[config.mk]
export PLATFORM = sky130hd
export DESIGN_NAME = uart_tx_arbiter
export DESIGN_NICKNAME = d
export VERILOG_FILES = /design/src/rtl/uart_tx_arbiter.sv
export SDC_FILE = /design/constraint.sdc
export NUM_CORES = 1
export LEC_CHECK = 0
export BUFFER_PORTS_ARGS = -buffer_cell sky130_fd_sc_hd__buf_4
export CORE_ASPECT_RATIO = 0.6
export CORE_MARGIN = 3
export CORE_UTILIZATION = 48
export CTS_CLUSTER_DIAMETER = 60
export DETAILED_ROUTE_END_ITERATION = 7
export GPL_TIMING_DRIVEN = 0
export HOLD_SLACK_MARGIN = 0.05
export PLACE_DENSITY = 0.83
export SLEW_MARGIN = 20
export SYNTH_ARGS = -nofsm -noshare
export SYNTH_HDL_FRONTEND = slang
export SYNTH_SLANG_ARGS = --single-unit
[constraint.sdc]
create_clock -name clk -period 3.2 [get_ports clk]
set_clock_uncertainty 0.05 [all_clocks]
set_input_delay 0.16 -clock clk [delete_from_list [all_inputs] [get_ports clk]]
set_output_delay 0.16 -clock clk [all_outputs]
set_load 0.005 [all_outputs]
[src/rtl/uart_tx_arbiter.sv]
// uart_tx_arbiter
// Shares one memory-mapped UART transmitter between NREQ byte producers.
// A round-robin pointer picks the next requester; the bus sequencer then
// enables the UART once after reset, polls STAT until the transmitter is
// free, writes the byte to TXDT and leaves one settle cycle before the next
// arbitration. All bus outputs and the req_ready pulses are registered.
module uart_tx_arbiter #(
    parameter int          NREQ      = 4,
    parameter logic [31:0] BASE_ADDR = 32'hffff0020,
    parameter logic [31:0] CTRL_INIT = 32'h2,
    parameter int          TIMEOUT   = 4096
) (
    input  logic                      clk,
    input  logic                      rst,
    input  logic [NREQ-1:0]           req_valid,
    input  logic [8*NREQ-1:0]         req_data,
    output logic [NREQ-1:0]           req_ready,
    output logic                      bus_we,
    output logic [31:0]               bus_addr,
    output logic [31:0]               bus_wdata,
    input  logic [31:0]               bus_rdata,
    output logic [$clog2(NREQ)-1:0]   grant_id,
    output logic                      busy,
    output logic                      timeout_err
);

    localparam int ID_W   = $clog2(NREQ);
    localparam int PCNT_W = $clog2(TIMEOUT) + 1;

    localparam logic [31:0] TXDT_ADDR = BASE_ADDR + 32'h4;
    localparam logic [31:0] CTRL_ADDR = BASE_ADDR + 32'h8;
    localparam logic [31:0] STAT_ADDR = BASE_ADDR + 32'hc;

    localparam logic [PCNT_W-1:0] POLL_LAST  = PCNT_W'(TIMEOUT - 1);
    localparam logic [ID_W:0]     NREQ_WIDE  = (ID_W+1)'(NREQ);
    localparam logic [ID_W-1:0]   LAST_ID    = ID_W'(NREQ - 1);

    typedef enum logic [2:0] {
        S_INIT,
        S_IDLE,
        S_POLL,
        S_WRITE,
        S_GAP
    } state_e;

    state_e              state_q, state_d;
    logic                bus_we_q, bus_we_d;
    logic [31:0]         bus_addr_q, bus_addr_d;
    logic [31:0]         bus_wdata_q, bus_wdata_d;
    logic [NREQ-1:0]     req_ready_q, req_ready_d;
    logic [ID_W-1:0]     grant_id_q, grant_id_d;
    logic                busy_q, busy_d;
    logic                timeout_err_q, timeout_err_d;
    logic [ID_W-1:0]     rr_ptr_q, rr_ptr_d;
    logic [PCNT_W-1:0]   poll_cnt_q, poll_cnt_d;
    logic [7:0]          byte_q, byte_d;

    logic [NREQ-1:0]     eligible;
    logic                pick_found;
    logic [ID_W-1:0]     pick_id;
    logic [ID_W:0]       scan_idx;
    logic [ID_W-1:0]     next_ptr;
    logic [NREQ-1:0]     grant_onehot;
    logic                stat_tx_busy;
    logic                unused_rdata;

    // A requester whose req_ready pulse is on the wire this cycle has not yet
    // had the chance to drop req_valid, so it must not be granted again.
    assign eligible = req_valid & ~req_ready_q;

    assign next_ptr     = (grant_id_q == LAST_ID) ? '0 : grant_id_q + 1'b1;
    assign grant_onehot = NREQ'(1) << grant_id_q;

    assign stat_tx_busy = bus_rdata[1];
    assign unused_rdata = ^{bus_rdata[31:2], bus_rdata[0]};

    // Round-robin search: first eligible requester at or after rr_ptr (mod NREQ).
    always_comb begin
        // NOTE: every signal written here gets a default first so no path
        // leaves it unassigned, which would infer a latch.
        pick_found = 1'b0;
        pick_id    = '0;
        scan_idx   = '0;
        // Walk from the farthest offset down so the nearest hit wins.
        for (int k = NREQ - 1; k >= 0; k--) begin
            scan_idx = {1'b0, rr_ptr_q} + (ID_W+1)'(k);
            if (scan_idx >= NREQ_WIDE) begin
                scan_idx = scan_idx - NREQ_WIDE;
            end
            if (eligible[scan_idx[ID_W-1:0]]) begin
                pick_found = 1'b1;
                pick_id    = scan_idx[ID_W-1:0];
            end
        end
    end

    // Next state plus the registered output values for the state being entered.
    always_comb begin
        state_d       = state_q;
        bus_we_d      = 1'b0;
        bus_addr_d    = STAT_ADDR;
        bus_wdata_d   = '0;
        req_ready_d   = '0;
        grant_id_d    = grant_id_q;
        busy_d        = 1'b0;
        timeout_err_d = timeout_err_q;
        rr_ptr_d      = rr_ptr_q;
        poll_cnt_d    = poll_cnt_q;
        byte_d        = byte_q;

        unique case (state_q)
            S_INIT: begin
                // Reset parks here with the bus quiet; the first clock after
                // release presents the CTRL write, the second moves on.
                if (!bus_we_q) begin
                    state_d     = S_INIT;
                    bus_we_d    = 1'b1;
                    bus_addr_d  = CTRL_ADDR;
                    bus_wdata_d = CTRL_INIT;
                end else begin
                    state_d = S_IDLE;
                end
            end

            S_IDLE: begin
                if (pick_found) begin
                    state_d    = S_POLL;
                    grant_id_d = pick_id;
                    byte_d     = req_data[{pick_id, 3'b000} +: 8];
                    poll_cnt_d = '0;
                    busy_d     = 1'b1;
                end
            end

            S_POLL: begin
                if (!stat_tx_busy) begin
                    state_d     = S_WRITE;
                    bus_we_d    = 1'b1;
                    bus_addr_d  = TXDT_ADDR;
                    bus_wdata_d = {24'b0, byte_q};
                    req_ready_d = grant_onehot;
                    rr_ptr_d    = next_ptr;
                    poll_cnt_d  = '0;
                    busy_d      = 1'b1;
                end else if (poll_cnt_q == POLL_LAST) begin
                    // Transmitter never freed up: release the requester and
                    // drop its byte so the others are not blocked forever.
                    state_d       = S_IDLE;
                    timeout_err_d = 1'b1;
                    req_ready_d   = grant_onehot;
                    rr_ptr_d      = next_ptr;
                    poll_cnt_d    = '0;
                end else begin
                    poll_cnt_d = poll_cnt_q + 1'b1;
                    busy_d     = 1'b1;
                end
            end

            S_WRITE: begin
                state_d = S_GAP;
                busy_d  = 1'b1;
            end

            S_GAP: begin
                // One quiet cycle so STAT reflects the byte just written
                // before the next poll reads it.
                state_d = S_IDLE;
            end

            default: begin
                state_d = S_IDLE;
            end
        endcase
    end

    // State and output registers with synchronous active-low reset.
    always_ff @(posedge clk) begin
        // NOTE: sequential state uses non-blocking assignments so every
        // register samples the values from before this clock edge.
        if (!rst) begin
            state_q       <= S_INIT;
            bus_we_q      <= 1'b0;
            bus_addr_q    <= '0;
            bus_wdata_q   <= '0;
            req_ready_q   <= '0;
            grant_id_q    <= '0;
            busy_q        <= 1'b0;
            timeout_err_q <= 1'b0;
            rr_ptr_q      <= '0;
            poll_cnt_q    <= '0;
            byte_q        <= '0;
        end else begin
            state_q       <= state_d;
            bus_we_q      <= bus_we_d;
            bus_addr_q    <= bus_addr_d;
            bus_wdata_q   <= bus_wdata_d;
            req_ready_q   <= req_ready_d;
            grant_id_q    <= grant_id_d;
            busy_q        <= busy_d;
            timeout_err_q <= timeout_err_d;
            rr_ptr_q      <= rr_ptr_d;
            poll_cnt_q    <= poll_cnt_d;
            byte_q        <= byte_d;
        end
    end

    assign bus_we      = bus_we_q;
    assign bus_addr    = bus_addr_q;
    assign bus_wdata   = bus_wdata_q;
    assign req_ready   = req_ready_q;
    assign grant_id    = grant_id_q;
    assign busy        = busy_q;
    assign timeout_err = timeout_err_q;

endmodule
==> impl_metrics.toml <==
[die]
dieArea_sq_um = 6370
num_rows = 20
dieWidth_um = 101
core_area_sq_um = 5150
io_pins = 143
die_y_um = 63.0
start_util_pct = 50.5

[route]
drtIter0Drc = 135
drtPass1Iterations = 4
wirelength_um = 5750
viasPerCell = 4.74
wl_per_cell_um = 12.2
drc = 0
ant_nets = 0
via_count = 2226

[worst_setup_path]
cp.required_ns = 3.34
cpPeakStageDelay_ns = 0.58
crit_chain = "ha_1, nand4_2, or4_4, nand4_2, buf_6, nor2_2, a211o_1"
criticalPathCategory = "flop to flop"
r2r_setup_slack_ns = 1.02
end_kind = "flop"
cp_data_arrival_time_ns = 2.32
crit_slowest_cell = "or4_4"
cp_top_family = "simple AND/OR/NAND/NOR gates"
crit_path_start_kind = "flop"
rr_endpoint = "poll_cnt_q[5]"
path_max_fanout = 10
cp.buffers_inverters = 1
r2r_cells = 7
r2r-start = "poll_cnt_q[0]"
crit_top_cell = "nand4_2"

[synth]
yosysTopAreaCell = "dfxtp_1"
synth_area_sq_um = 2600
yosysSeqAreaShare_pct = 35.4
yosys-top-cells-count = "buf_4 (55), dfxtp_1 (46), nand2_1 (24)"
synthCells = 286
synth.most_common_cell = "buf_4"
synth_ff_type = "dfxtp_1"
ys_warn_count = 0
synth_edf_count = 0
synth.distinct_cells = 51
synthArstFlopShare_pct = 0
yosys.area.top_type_share_pct = 35.4
synth_area_per_cell_sq_um = 9.10
synthTopCellsByArea = "dfxtp_1 (35%), buf_4 (16%), mux2i_1 (6.9%), nand2_1 (3.5%), and2_1 (3.4%)"
synth_seq_cells = 46

[sta]
setup_viol = 0
rsz0062_at_grt = "false"
period_needed_ns = 2.18
fmax_mhz = 459
setup_tns_ns = 0
min_period_over_period_pct = 68.1
drv_slew = 0
worst-slew-pin-transition_ns = 0.502
slew_headroom_pct = 66.5
hold_viol_final = 0

[cts]
clock_sinks = 46
numCtsBuffers = 5
htreeDepth = 2
cts_root_buffer = "clkbuf_8"
clk_latency_ns = 0.30
cts_buffer_depth = 2
cts.reportedPaths.clkPinSlew_ns = 0.09
tritoncts = "built"

[power]
p_clk_share_pct = 29.8
pwr-share-seq_pct = 44.7
p_switching_uw = 396
vdd_ir_drop_max_mv = 0.229
power_density_nw_per_um2 = 413
switching_share_pct = 27.4
leakage_nw = 1.77
p_int_mw = 1.05
p_comb_share_pct = 25.4

[hold_path]
min_to = "bus_addr[3]"
hp-start = "bus_rdata[1]"
hold_class = "input pin to flop"
hold-path-cell-count = 2

[layout]
nNetsFinal = 478
n_antenna_cell = 0
syn2layout_area_growth_pct = 34.2
drive_gt1_share_pct = 37.4
fin_cells = 470
n_fill_cell = 410

[grt]
grt_pass1_wl_um = 9090
grt_pass1_vias = 1959
antenna_found_initial = 0
gr-total-overflow = 0
grt_usage_pct = 17.5
grt_max_degree = 18

[placed_design]
dpl.hpwl_um = 4500
post-place-cells = 461
gp_congestion = 0.788
numPortBuffers = 73

[outcome]
status = "complete, no violations"

[run]
maxCapViolCount = 0
## cell families (layout without fill, tap and decap cells)
group	Yosys count	after routing	share of synthesized area, %
AND/OR/NAND/NOR	93	93	19.9
buffers and inverters	70	152	19.6
AO/OA/AOI/OAI	50	50	14.7
flip-flops	46	46	35.4
multiplexers	18	18	6.92
adder cells (fa/ha/maj)	5	5	2.40
XOR/XNOR	3	3	1.01
other	1	37	0.144
## worst reg2reg max path, stage by stage (launching register included)
cell	delay [ns]
dfxtp_1	0.38
ha_1	0.26
nand4_2	0.17
or4_4	0.58
nand4_2	0.17
buf_6	0.17
nor2_2	0.05
a211o_1	0.25
## state kept, by name, indices dropped and copies added, names as in the netlist, 2 cells and up
signal	cells
req_ready	4
poll_cnt_q	13
bus_wdata	8
grant_id	2
byte_q	8
bus_addr	3
rr_ptr_q	2
state_q	3
## per-stage QoR
step                      power, mW  hold WS, ns  area [sq um]  worst slack [ns]  utilization [%]
final                          1.44       0.0566          3490              1.02             67.7
after global routing           1.52       0.0550          3490             0.894             67.7
after CTS                      1.45       0.0507          3490              1.02             67.7
after detailed placement       1.02        0.282          3370              1.03             65.3
after global placement         1.01        0.278          3370              1.05             65.3
after floorplan               0.888        0.138          2740              1.24                -
## cell usage in the layout, fill, tap and decap left out, types with 2 or more instances in the layout
cell type,n
clkbuf_8,5
clkbuf_1,2
dfxtp_1,46
o211a_1,3
nor2b_1,9
or3_1,2
nand3_1,7
conb_1,37
nor3_1,2
clkinvlp_4,2
mux2i_1,18
o2bb2ai_1,4
nand4_1,2
a211oi_1,3
nand4_2,2
a21oi_1,8
nor3b_1,7
nand2b_1,3
and3_1,2
buf_4,128
nor2_1,10
o21a_1,2
buf_1,2
ha_1,5
o221ai_1,8
and2_1,14
xor2_1,2
inv_1,6
a21o_1,6
nand2_1,24
buf_6,3
o21ai_0,4
or2_2,2
nor4_1,2
a211o_1,2
## routing by layer
metal / wire length [um] / vias up / track usage [%]
met5: 0 / - / 0
met4: 28 / 0 / 4.48
met3: 614 / 2 / 4.57
met2: 2350 / 97 / 24.9
met1: 2760 / 990 / 25.9
li1: - / 1137 / -
## power by group through the flow
stage               logic, mW  registers [mW]  clock network (mW)
floorplan               0.235           0.652                   0
CTS                     0.364           0.645               0.436
finish                  0.367           0.646               0.430
global placement        0.356           0.656                   0
global route            0.407           0.651               0.466
detailed placement      0.361           0.657                   0
## repair_timing
item	4_1_cts	5_1_grt
hold buffers	1	0
buffers inserted	0	0
endpoints found under the setup margin	0	0
resized for setup	0	0
endpoints found under the hold margin	1	0
## final cells by class
cell class | instances | area [sq um] | area share [%]
Buffer | 64 | 487 | 13.9
Clock buffer | 5 | 68.8 | 1.97
Clock inverter | 3 | 45.0 | 1.29
Inverter | 6 | 22.5 | 0.645
Multi-Input combinational cell | 206 | 1310 | 37.4
Sequential cell | 46 | 921 | 26.4
Tap cell | 66 | 82.6 | 2.36
Timing Repair Buffer | 74 | 558 | 16.0
## worst max-delay path by stage
| stage | start | end | depth (start not counted) |
|---|---|---|---|
| CTS | poll_cnt_q[0] | poll_cnt_q[5] | 7 |
| global placement | poll_cnt_q[0] | poll_cnt_q[5] | 7 |
| floorplan | poll_cnt_q[0] | poll_cnt_q[5] | 7 |
| finish | poll_cnt_q[0] | poll_cnt_q[5] | 7 |
| detailed placement | poll_cnt_q[0] | poll_cnt_q[5] | 7 |
| global route | poll_cnt_q[0] | poll_cnt_q[5] | 7 |
Note: power is estimated with default switching activity, not from simulation.
